### src/rtl/carfield_regbus_decoder.sv
// Carfield RegBus decoder: forwards one outstanding request to one of NumSlv address windows.
// Optional downstream watchdog is compiled in with CARFIELD_REGBUS_TIMEOUT_EN.
//
// state | meaning
// IDLE  | waiting for an upstream request; decode and register payload
// FWD   | downstream valid held on the selected target until it is ready
// RESP  | one-cycle upstream completion with captured rdata/error
module carfield_regbus_decoder #(
  parameter int unsigned AddrWidth = 48,
  parameter int unsigned DataWidth = 32,
  parameter int unsigned NumSlv    = 5,
  // padframe, L2 ECC, PCRS, PLL, DMA SpW (index 0 is the rightmost element)
  parameter logic [NumSlv-1:0][AddrWidth-1:0] SlvBase = {48'h0000_2100_4000,
                                                         48'h0000_2100_3000,
                                                         48'h0000_2100_2000,
                                                         48'h0000_2100_1000,
                                                         48'h0000_2100_0000},
  parameter logic [NumSlv-1:0][AddrWidth-1:0] SlvSize = {5{48'h0000_0000_1000}},
  parameter logic [NumSlv-1:0] SlvEnable     = '1,
  parameter int unsigned       TimeoutCycles = 256
) (
  input  logic                          clk_i,
  input  logic                          rst_ni,
  input  logic                          slv_req_valid_i,
  input  logic                          slv_req_write_i,
  input  logic [AddrWidth-1:0]          slv_req_addr_i,
  input  logic [DataWidth-1:0]          slv_req_wdata_i,
  input  logic [DataWidth/8-1:0]        slv_req_wstrb_i,
  output logic                          slv_rsp_ready_o,
  output logic [DataWidth-1:0]          slv_rsp_rdata_o,
  output logic                          slv_rsp_error_o,
  output logic [NumSlv-1:0]             mst_req_valid_o,
  output logic                          mst_req_write_o,
  output logic [AddrWidth-1:0]          mst_req_addr_o,
  output logic [DataWidth-1:0]          mst_req_wdata_o,
  output logic [DataWidth/8-1:0]        mst_req_wstrb_o,
  input  logic [NumSlv-1:0]             mst_rsp_ready_i,
  input  logic [NumSlv*DataWidth-1:0]   mst_rsp_rdata_i,
  input  logic [NumSlv-1:0]             mst_rsp_error_i
);

  localparam int unsigned SelW = (NumSlv > 1) ? $clog2(NumSlv) : 1;
  // PCRS (index 2) cannot be disabled by configuration
  localparam logic [NumSlv-1:0] PcrsMask = (NumSlv > 2) ? NumSlv'(3'b100) : '0;
  localparam logic [NumSlv-1:0] SlvEnEff = SlvEnable | PcrsMask;

  if (TimeoutCycles == 0) begin : g_bad_timeout
    $error("TimeoutCycles must be at least 1");
  end
  if (DataWidth % 8 != 0) begin : g_bad_width
    $error("DataWidth must be a multiple of 8");
  end

  typedef enum logic [1:0] {IDLE, FWD, RESP} state_e;

  state_e                 state_q, state_d;
  logic [SelW-1:0]        sel_q;
  logic                   write_q;
  logic [AddrWidth-1:0]   addr_q;
  logic [DataWidth-1:0]   wdata_q;
  logic [DataWidth/8-1:0] wstrb_q;
  logic [DataWidth-1:0]   rdata_q;
  logic                   error_q;

  logic                   hit;
  logic [SelW-1:0]        hit_idx;
  logic [AddrWidth-1:0]   hit_off;
  logic                   sel_ready;
  logic                   timeout;
  logic [NumSlv-1:0][DataWidth-1:0] rdata_arr;

  assign rdata_arr = mst_rsp_rdata_i;
  assign sel_ready = mst_rsp_ready_i[sel_q];

  // Descending scan so the lowest matching index is the one left standing.
  // The extra top bit keeps Base+Size from wrapping at the end of the space.
  always_comb begin
    hit     = 1'b0;
    hit_idx = '0;
    hit_off = slv_req_addr_i;
    for (int i = NumSlv - 1; i >= 0; i--) begin
      if (SlvEnEff[i] &&
          ({1'b0, slv_req_addr_i} >= {1'b0, SlvBase[i]}) &&
          ({1'b0, slv_req_addr_i} < ({1'b0, SlvBase[i]} + {1'b0, SlvSize[i]}))) begin
        hit     = 1'b1;
        hit_idx = SelW'(i);
        hit_off = slv_req_addr_i - SlvBase[i];
      end
    end
  end

`ifdef CARFIELD_REGBUS_TIMEOUT_EN
  localparam int unsigned CntW = (TimeoutCycles > 1) ? $clog2(TimeoutCycles) : 1;
  logic [CntW-1:0] cnt_q;

  always_ff @(posedge clk_i or negedge rst_ni) begin
    if (!rst_ni)              cnt_q <= '0;
    else if (state_q != FWD)  cnt_q <= '0;
    else                      cnt_q <= cnt_q + CntW'(1);
  end

  assign timeout = (state_q == FWD) && (cnt_q == CntW'(TimeoutCycles - 1));
`else
  assign timeout = 1'b0;
`endif

  always_comb begin
    state_d = state_q;
    unique case (state_q)
      IDLE:    if (slv_req_valid_i) state_d = hit ? FWD : RESP;
      FWD:     if (sel_ready || timeout) state_d = RESP;
      RESP:    state_d = IDLE;
      default: state_d = IDLE;
    endcase
  end

  always_ff @(posedge clk_i or negedge rst_ni) begin
    if (!rst_ni) begin
      state_q <= IDLE;
      sel_q   <= '0;
      write_q <= 1'b0;
      addr_q  <= '0;
      wdata_q <= '0;
      wstrb_q <= '0;
      rdata_q <= '0;
      error_q <= 1'b0;
    end else begin
      state_q <= state_d;
      case (state_q)
        IDLE: if (slv_req_valid_i) begin
          write_q <= slv_req_write_i;
          addr_q  <= hit ? hit_off : slv_req_addr_i;
          wdata_q <= slv_req_wdata_i;
          wstrb_q <= slv_req_wstrb_i;
          sel_q   <= hit_idx;
          error_q <= ~hit;
          rdata_q <= (hit || slv_req_write_i) ? '0 : DataWidth'(32'hBADC_AB1E);
        end
        // a ready on the timeout cycle still completes normally
        FWD: if (sel_ready) begin
          rdata_q <= write_q ? '0 : rdata_arr[sel_q];
          error_q <= mst_rsp_error_i[sel_q];
        end else if (timeout) begin
          rdata_q <= write_q ? '0 : DataWidth'(32'hDEAD_BEEF);
          error_q <= 1'b1;
        end
        default: ;
      endcase
    end
  end

  assign mst_req_valid_o = (state_q == FWD) ? (NumSlv'(1) << sel_q) : '0;
  assign mst_req_write_o = write_q;
  assign mst_req_addr_o  = addr_q;
  assign mst_req_wdata_o = wdata_q;
  assign mst_req_wstrb_o = wstrb_q;

  assign slv_rsp_ready_o = (state_q == RESP);
  assign slv_rsp_rdata_o = (state_q == RESP) ? rdata_q : '0;
  assign slv_rsp_error_o = (state_q == RESP) && error_q;

endmodule
### config.mk
export PLATFORM = sky130hd
export DESIGN_NAME = carfield_regbus_decoder
export DESIGN_NICKNAME = d
export VERILOG_FILES = /design/src/rtl/carfield_regbus_decoder.sv
export SDC_FILE = /design/constraint.sdc
export NUM_CORES = 1
export LEC_CHECK = 0
export ABC_AREA = 0
export CAP_MARGIN = 20
export CORE_ASPECT_RATIO = 1.1
export CORE_MARGIN = 2
export CORE_UTILIZATION = 35
export CTS_CLUSTER_DIAMETER = 40
export CTS_CLUSTER_SIZE = 24
export DETAILED_ROUTE_END_ITERATION = 8
export GPL_ROUTABILITY_DRIVEN = 0
export PLACE_DENSITY_LB_ADDON = 0.2
export SLEW_MARGIN = 5
export SYNTH_ARGS = -nofsm -noshare
export SYNTH_HDL_FRONTEND = slang
export SYNTH_SLANG_ARGS = --single-unit
### constraint.sdc
create_clock -name clk_i -period 5.2 [get_ports clk_i]
set_input_delay 1.56 -clock clk_i [delete_from_list [all_inputs] [get_ports clk_i]]
set_output_delay 1.56 -clock clk_i [all_outputs]
set_load 0.005 [all_outputs]
# --- Word-level counts from Yosys, hierarchy flattened ---
# Cells that the tools add are included.
totals:
  reg_bits: 123
  latch_bits: 0
  ram_bits: 0
  mem_bits_ro: 0
  output_inout_bits: 124
  word_cells: 78
  memories: 0
classes:
  add_sub_neg: 5
  mul: 0
  div: 0
  magnitude_cmp: 11
  n_eq_ne: 4
  shifts: 1
  mux: 36
  bitwise_logic: 1
  reduce_logical: 12
op_table:
  columns: ["operator", "n"]
  rows:
  - ["48-bit two-way mux", 6]
  - ["48-bit by 30-bit greater-or-equal comparator with 1-bit output, second input constant", 5]
  - ["48-bit by 30-bit less-than comparator with 1-bit output, second input constant", 5]
  - ["48-bit by 30-bit subtractor with 48-bit output, second input constant", 5]
  - ["32-bit two-way mux", 6]
  - ["32-bit binary-select mux with 3-bit select", 1]
  - ["32-bit case mux with 2 select lines", 1]
  - ["3-bit two-way mux", 5]
  - ["1-bit two-way mux", 9]
  - ["1-bit binary-select mux with 3-bit select", 2]
  - ["1-bit logical AND", 6]
  - ["2-bit two-way mux", 3]
  - ["5-bit two-way mux", 1]
  - ["1-bit by 3-bit left shift with 5-bit output, first input constant", 1]
  - ["3-bit by 4-bit less-than comparator with 1-bit output, second input constant", 1]
  - ["2-bit inequality test, second input constant", 2]
  - ["2-bit case mux with 2 select lines", 1]
  - ["2-bit AND reduction", 2]
  - ["3-bit AND reduction", 1]
  - ["2-bit by 1-bit equality test with 1-bit output, second input constant", 1]
  - ["2-bit equality test, second input constant", 1]
  - ["2-bit logical NOT", 1]
  - ["1-bit case mux with 2 select lines", 1]
  - ["2-bit nonzero test", 1]
  - ["other kinds (2)", 2]

# --- Logic depth before layout (Yosys ltp) ---
# Gate-level depths: netlist (run 1).
depth:
  ltp_word: 11
  ltp_mapped: 13
  ltp_nobuf: 10

# --- Worst setup path before layout (run 1) ---
# No wires, ideal clock.
synth_path:
  kind: "input to register"
  start: "input port slv_req_addr_i[25]"
  end: "register addr_q[32] (netlist: mst_req_addr_o[32])"
  arrival_ns: 3.891
  setup_slack_ns: 1.243
  cell_stages: 11
  path_buffers: 1
  path_cell_list: "inv_1 ha_1 nor4b_4 nand3_1 nor3_1 o211ai_2 a2111oi_2 o21ai_0 or4_4 buf_6 nand3_2"
synth_via:
  elab_chain_cells: 8
  elab_cells_between_ends: 31
  classes_between: "5 x add/sub; 10 x order compare; 11 x mux; 5 x reduce/logical"
synth_lines:
  columns: ["item", "line", "source"]
  rows:
  - ["start, declared", "26", "input logic [AddrWidth-1:0] slv_req_addr_i,"]
  - ["48-bit by 30-bit greater-or-equal comparator with 1-bit output / 48-bit by 30-bit less-than comparator with 1-bit output (equally long branches)", "83, 84", null]
  - ["1-bit logical AND", "83", "({1'b0, slv_req_addr_i} >= {1'b0, SlvBase[i]}) &&"]
  - ["48-bit two-way mux / 1-bit two-way mux (equally long branches) (5 in a row)", "82", "if (SlvEnEff[i] &&"]
  - ["48-bit two-way mux (*)", "132", "addr_q <= hit ? hit_off : slv_req_addr_i;"]
  - ["end signal, assigned", "132", null]
  - ["end, declared", "59", "logic [AddrWidth-1:0] addr_q;"]
# Mark *: on every way between the ends. The rest lies on a longest branch, timed or not.
# A chain may end at the register's enable or synchronous reset.

# --- Final worst setup path (run 1) ---
layout_path:
  start: "input port slv_req_addr_i[14]"
  end: "register addr_q[39] (netlist: mst_req_addr_o[39])"
# The elaborated chain is that of the path after synthesis.

==> impl_metrics.csv, run 1 <==
group,metric,value,unit
synthesis,synth-edff-count,0,
cts,clock_path_buffers,2,
cts,clkLatencyLatePin,0.43,ns
sta,rsz0062_at_grt,"false",
sta,worst_pin_slew,0.898,ns
critical_path,critPathKind,"in2reg",
floorplanning,core-area,0.0213,mm²
cts,cts_hold_buffers,0,
floorplanning,ios,382,
placed_design,dp_hpwl,21800,µm
cts,cts_tree,"done",
synthesis,synth_area,0.00756,mm²
critical_path,ff2ff_path_depth,7,
final_layout,area_growth,62.5,%
sta,period_needed,4.66,ns
synthesis,ys.flop_type,"dfrtp_1",
outcome,outcome,"complete, no violations",
synthesis,ys_top_cells_by_area,"dfrtp_1, nand2_1, mux4_2, o22a_1, and2_1",
grt,grt_pass1_vias,7735,
route,routed_wl,28700,µm
critical_path,cp_max_fo,10,
route,viasPerCell,5.28,
sta,hold_viol,0,
synthesis,synth-seq-area-share,40.7,%
synthesis,synth.most_common_cell,"nand2_1",
floorplanning,rows,56,
route,drt_iter0_drc,532,
final_layout,drive_gt1_share,10.9,%
grt,grt_pass1_wl,42500,µm
placed_design,port_buffers,381,
synthesis,synth-seq-cells,123,
route,vias,7807,
synthesis,avgSynthCellArea,9.34,µm²
cts,path_clk_slew,0.06,ns
synthesis,synth_largest_area_cell,"dfrtp_1",
floorplanning,die_area,0.0228,mm²
critical_path,critPathLaunch,"slv_req_addr_i[14]",
critical_path,cp_slowest_cell,"clkdlybuf4s50_1",
critical_path,max_stage_delay,0.53,ns
cts,h-tree-depth,4,
synthesis,synth_commonest_cells,"nand2_1, dfrtp_1, clkbuf_1, and2_1, nor2_1",
critical_path,worst_ep_required_time,5.56,ns
cts,cts_buffers,17,
cts,postCtsSetupRepairBufs,0,
synthesis,yosysWarnings,0,
pwr,power_density,245,mW/mm²
floorplanning,initial_core_util,35.5,%
critical_path,cp-endpoint,"mst_req_addr_o[39]$_DFFE_PN0P_",
sta,slew_violations,0,
critical_path,path_cells,"clkdlybuf4s50_1 > inv_1 > ha_1 > inv_1 > o21ai_0 > nor2b_1 > o21ai_2 > mux2_1 > o211a_1 > a31oi_4 > o22a_1",
critical_path,r2r_end,"rdata_q[9]$_DFFE_PN0P_",
synthesis,synthesis.nets,1080,
route,antenna_left,0,
critical_path,rrSetupSlack,2.51,ns
floorplanning,die_y,158,µm
hold_path,hold_class,"reg2reg",
cts,cts_sinks,123,
grt,gr-total-overflow,0,
synthesis,syn_inst,810,
critical_path,crit_arrival,5.02,ns
sta,max_freq,0.215,GHz
sta,setup_tns,0,ns
sta,worst_slack,0.543,ns
sta,fin_skew,0.0147,ns
cts,root_buffer,"clkbuf_16",
synthesis,yosysUniqueCellTypes,75,
pwr,power.total,3.01,mW
grt,track_usage,24.4,%
grt,antenna_found_initial,2,
pwr,ir_worst_vdd,0.217,mV
sta,period_share,89.6,%
route,drtPass1Iterations,6,
sta,relSlewSlack,40.1,%
floorplanning,dieWidth,144,µm
critical_path,end_kind,"register",
synthesis,synthArstFlopShare,100,%
placed_design,post-place-ws,0.188,ns
final_layout,nets,1446,
pwr,leakagePower,5.09,nW
grt,grt_max_degree,97,
synthesis,yosysTopAreaCellShare,40.7,%
job,drv_cap,0,
route,wl_per_cell,19.4,µm
sta,setup_violations,0,
route,drcViolationCount,0,
critical_path,r2r_start,"sel_q[0]$_DFFE_PN0P_",
critical_path,crit_path_frequent_cell,"inv_1",
cts,cts_resized,0,
critical_path,start_kind,"input pin",
## worst min path at each step
stage                       startpoint                 endpoint  slack [ns]  cells after the start
2_1_floorplan   rdata_q[0]$_DFFE_PN0P_   rdata_q[0]$_DFFE_PN0P_        0.44                      2
3_3_place_gp   rdata_q[30]$_DFFE_PN0P_  rdata_q[30]$_DFFE_PN0P_        0.45                      2
3_5_place_dp    rdata_q[7]$_DFFE_PN0P_   rdata_q[7]$_DFFE_PN0P_        0.46                      2
4_1_cts         rdata_q[7]$_DFFE_PN0P_   rdata_q[7]$_DFFE_PN0P_        0.47                      2
5_1_grt        rdata_q[30]$_DFFE_PN0P_  rdata_q[30]$_DFFE_PN0P_        0.49                      2
6_report        rdata_q[6]$_DFFE_PN0P_   rdata_q[6]$_DFFE_PN0P_        0.47                      2
## report_power, final
part           switching, mW  total [mW]  leakage (nW)  internal (mW)
clock network          0.477        1.14         0.269          0.665
logic                  0.278       0.741          3.31          0.463
registers             0.0600        1.13          1.51           1.07
## flip-flops by register name (all words and copies together) (netlist names)
| signal | count |
|---|---|
| mst_req_addr_o | 48 |
| mst_req_wdata_o | 32 |
| sel_q | 3 |
| mst_req_wstrb_o | 4 |
| rdata_q | 32 |
| mst_req_write_o | 1 |
| error_q | 1 |
| state_q | 2 |
## per-stage QoR
step | instances | hold WS, ns | util [%] | cell area [µm²]
after floorplan | 810 | 0.440 | - | 7560
after global placement | 1447 | 0.452 | 55.0 | 11700
after detailed placement | 1447 | 0.458 | 55.0 | 11700
after CTS | 1479 | 0.471 | 57.7 | 12300
after global routing | 1480 | 0.492 | 57.7 | 12300
final | 1480 | 0.467 | 57.7 | 12300
## per-layer routing
metal | share of wire, % | GRT usage [%]
met5 | 0.045 | 0
met4 | 3.0 | 9.66
met3 | 8.9 | 8.02
met2 | 51 | 42.5
met1 | 37 | 27.6
## logic make-up (layout without fill, tap and decap cells)
| logic type | after synthesis | after routing | synth area share [%] |
|---|---|---|---|
| simple gates | 409 | 409 | 26.9 |
| mux | 37 | 37 | 10.5 |
| other cells | 0 | 1 | 0 |
| buf+inv | 72 | 451 | 3.82 |
| compound gates | 155 | 155 | 15.8 |
| flops | 123 | 123 | 40.7 |
| fa+ha+maj | 12 | 12 | 1.99 |
| xor+xnor | 2 | 2 | 0.232 |
## final cells by class
class	instances	area [µm²]
fill	1970	9010
multi-input combinational	615	4210
timing repair buffer	405	4010
sequential	123	3080
clock buffer	17	425
tap	290	363
clock inverter	15	143
inverter	14	52.6
antenna	1	2.50
## critical path: cells and delay by family
family	cells	cell delay (ns)
AOI/OAI and AO/OA	5	1.47
buffers and inverters	3	0.83
and+or+nand+nor	1	0.46
muxes	1	0.37
adders and majority gates	1	0.31
## layout by cell type (no fill, tap or decap), drive strengths merged, types with 3 or more instances in the layout
cell type	n
clkdlybuf4s50	380
o21ai	19
a211o	5
inv	19
o31ai	16
or3	4
clkinvlp	4
buf	25
a31oi	3
a211oi	3
o311ai	3
o221ai	4
mux4	34
nand2	231
o22a	29
nor4	19
dfrtp	123
nor3	10
nor4b	4
clkbuf	17
ha	12
a22oi	32
or2	3
or4	4
nand4	8
nand3	30
nor2b	3
clkinv	5
and2	39
nor2	38
o211ai	7
and3	6
a21oi	11
o2111ai	5
No activity file was read; power rests on OpenSTA's default activity.
==> run 2, diff against run 1 <==
--- a/config.mk
+++ b/config.mk
@@ -15,6 +15,7 @@
 export DETAILED_ROUTE_END_ITERATION = 8
 export GPL_ROUTABILITY_DRIVEN = 0
 export PLACE_DENSITY_LB_ADDON = 0.2
+export RECOVER_POWER = 100
 export SLEW_MARGIN = 5
 export SYNTH_ARGS = -nofsm -noshare
 export SYNTH_HDL_FRONTEND = slang
==> run 2 against run 1 <==
Sequential power is essentially flat. Die area is the same. Non-clock buffer count is the same. Clock skew shrank 0.0035 ns. Largest power group unchanged. Clock power is essentially flat. Largest cell class unchanged. Worst hold slack gained 0.00098 ns. The run now ends with max-capacitance violations, max-slew violations left.
==> impl_metrics.csv, run 2 (synthesized netlist as in run 1, its figures left out) <==
group,metric,value,unit
final_layout,drive_gt1_share,9.25,%
pwr,ir_worst_vdd,0.225,mV
grt,grt_max_degree,97,
sta,max_freq,0.209,GHz
critical_path,cp_max_fo,10,
critical_path,rrSetupSlack,1.84,ns
route,drcViolationCount,0,
sta,setup_violations,0,
final_layout,layout_commonest_cell,"clkdlybuf4s50_1",
critical_path,crit_arrival,5.09,ns
final_layout,final_cell_mix,"clkdlybuf4s50_1, nand2_1, dfrtp_1",
grt,track_usage,24.4,%
outcome,outcome,"finished with violations",
critical_path,cp-endpoint,"mst_req_addr_o[39]$_DFFE_PN0P_",
placed_design,dp_hpwl,21800,µm
grt,gr-total-overflow,0,
route,drtPass1Iterations,5,
hold_path,hold_class,"reg2reg",
cts,clock_path_buffers,2,
critical_path,critPathLaunch,"slv_req_addr_i[25]",
grt,grt_pass1_vias,7735,
floorplanning,core-area,0.0213,mm²
cts,cts_hold_buffers,0,
critical_path,ff2ff_path_depth,7,
sta,fin_skew,0.0112,ns
cts,h-tree-depth,4,
cts,path_clk_slew,0.06,ns
final_layout,stdcell_count,1480,
route,antenna_left,0,
critical_path,worst_ep_required_time,5.51,ns
pwr,power_density,243,mW/mm²
grt,grt_pass1_wl,42500,µm
placed_design,dpl.cell_count,1447,
sta,period_needed,4.78,ns
job,drv_cap,2,
sta,worst_pin_slew,2.43,ns
cts,cts_buffers,17,
route,vias,7830,
critical_path,critPathKind,"in2reg",
pwr,leakagePower,5.14,nW
cts,postCtsSetupRepairBufs,0,
outcome,violations,"max-capacitance violations, max-slew violations",
final_layout,area_growth,61.2,%
critical_path,r2r_start,"sel_q[0]$_DFFE_PN0P_",
placed_design,port_buffers,381,
grt,antenna_found_initial,2,
hold_path,min_path_cells,2,
sta,hold_viol,0,
floorplanning,dieWidth,144,µm
cts,root_buffer,"clkbuf_16",
final_layout,final_util,57.3,%
cts,clkLatencyLatePin,0.43,ns
sta,period_share,91.9,%
sta,slew_violations,126,
cts,cts_sinks,123,
critical_path,r2r_end,"rdata_q[9]$_DFFE_PN0P_",
cts,cts_resized,0,
floorplanning,initial_core_util,35.5,%
route,drt_iter0_drc,506,
route,routed_wl,28700,µm
critical_path,start_kind,"input pin",
cts,cts_tree,"done",
route,wl_per_cell,19.4,µm
sta,rsz0062_at_grt,"false",
critical_path,end_kind,"register",
sta,relSlewSlack,-62.3,%
final_layout,nets,1446,
route,viasPerCell,5.29,
floorplanning,rows,56,
final_layout,largest_register_ffs,48,
sta,setup_tns,0,ns
floorplanning,ios,382,
floorplanning,die_area,0.0228,mm²
floorplanning,die_y,158,µm
run 2: through the flow:
stage | setup slack (ns) | cell area (µm²) | hold WS, ns | power, mW
floorplan | 1.24 | 7560 | 0.440 | 1.37
global placement | 0.338 | 11700 | 0.452 | 1.88
detailed placement | 0.188 | 11700 | 0.458 | 1.90
CTS | 0.629 | 12300 | 0.471 | 3.06
global route | 0.179 | 12200 | 0.492 | 3.11
finish | 0.423 | 12200 | 0.468 | 2.97
run 2: worst min path at each step:
stage                              startpoint                        endpoint
2_1_floorplan          rdata_q[0]$_DFFE_PN0P_          rdata_q[0]$_DFFE_PN0P_
3_3_place_gp          rdata_q[30]$_DFFE_PN0P_         rdata_q[30]$_DFFE_PN0P_
3_5_place_dp           rdata_q[7]$_DFFE_PN0P_          rdata_q[7]$_DFFE_PN0P_
4_1_cts                rdata_q[7]$_DFFE_PN0P_          rdata_q[7]$_DFFE_PN0P_
5_1_grt               rdata_q[30]$_DFFE_PN0P_         rdata_q[30]$_DFFE_PN0P_
6_report       mst_req_wdata_o[2]$_DFFE_PN0P_  mst_req_wdata_o[2]$_DFFE_PN0P_
run 2: final cells by class:
type | count | area, µm²
Sequential cell | 123 | 3080
Clock inverter | 15 | 143
Inverter | 14 | 52.6
Fill cell | 1984 | 9100
Tap cell | 290 | 363
Antenna cell | 1 | 2.50
Timing Repair Buffer | 405 | 3970
Multi-Input combinational cell | 615 | 4160
Clock buffer | 17 | 425
run 2: report_power, final:
group / switching [mW] / internal [mW]
Sequential: 0.0559 / 1.07
Combinational: 0.277 / 0.420
Clock: 0.478 / 0.665
run 2: per-layer routing:
metal / GRT usage (%) / up-vias / routed length, µm
li1: - / 3680 / -
met1: 27.6 / 3742 / 10600
met2: 42.5 / 346 / 14700
met3: 8.02 / 60 / 2560
met4: 9.66 / 2 / 864
met5: 0 / - / 13
run 2: worst max-delay path, stage by stage:
cell           delay (ns)
dlygate4sd3_1        0.64
inv_1                0.15
ha_1                 0.28
or4b_1               0.55
nor2_1               0.23
o21ai_0              0.19
o211ai_1             0.30
clkbuf_1             0.33
and2_0               0.28
o211a_1              0.22
a31oi_4              0.08
o22a_1               0.25
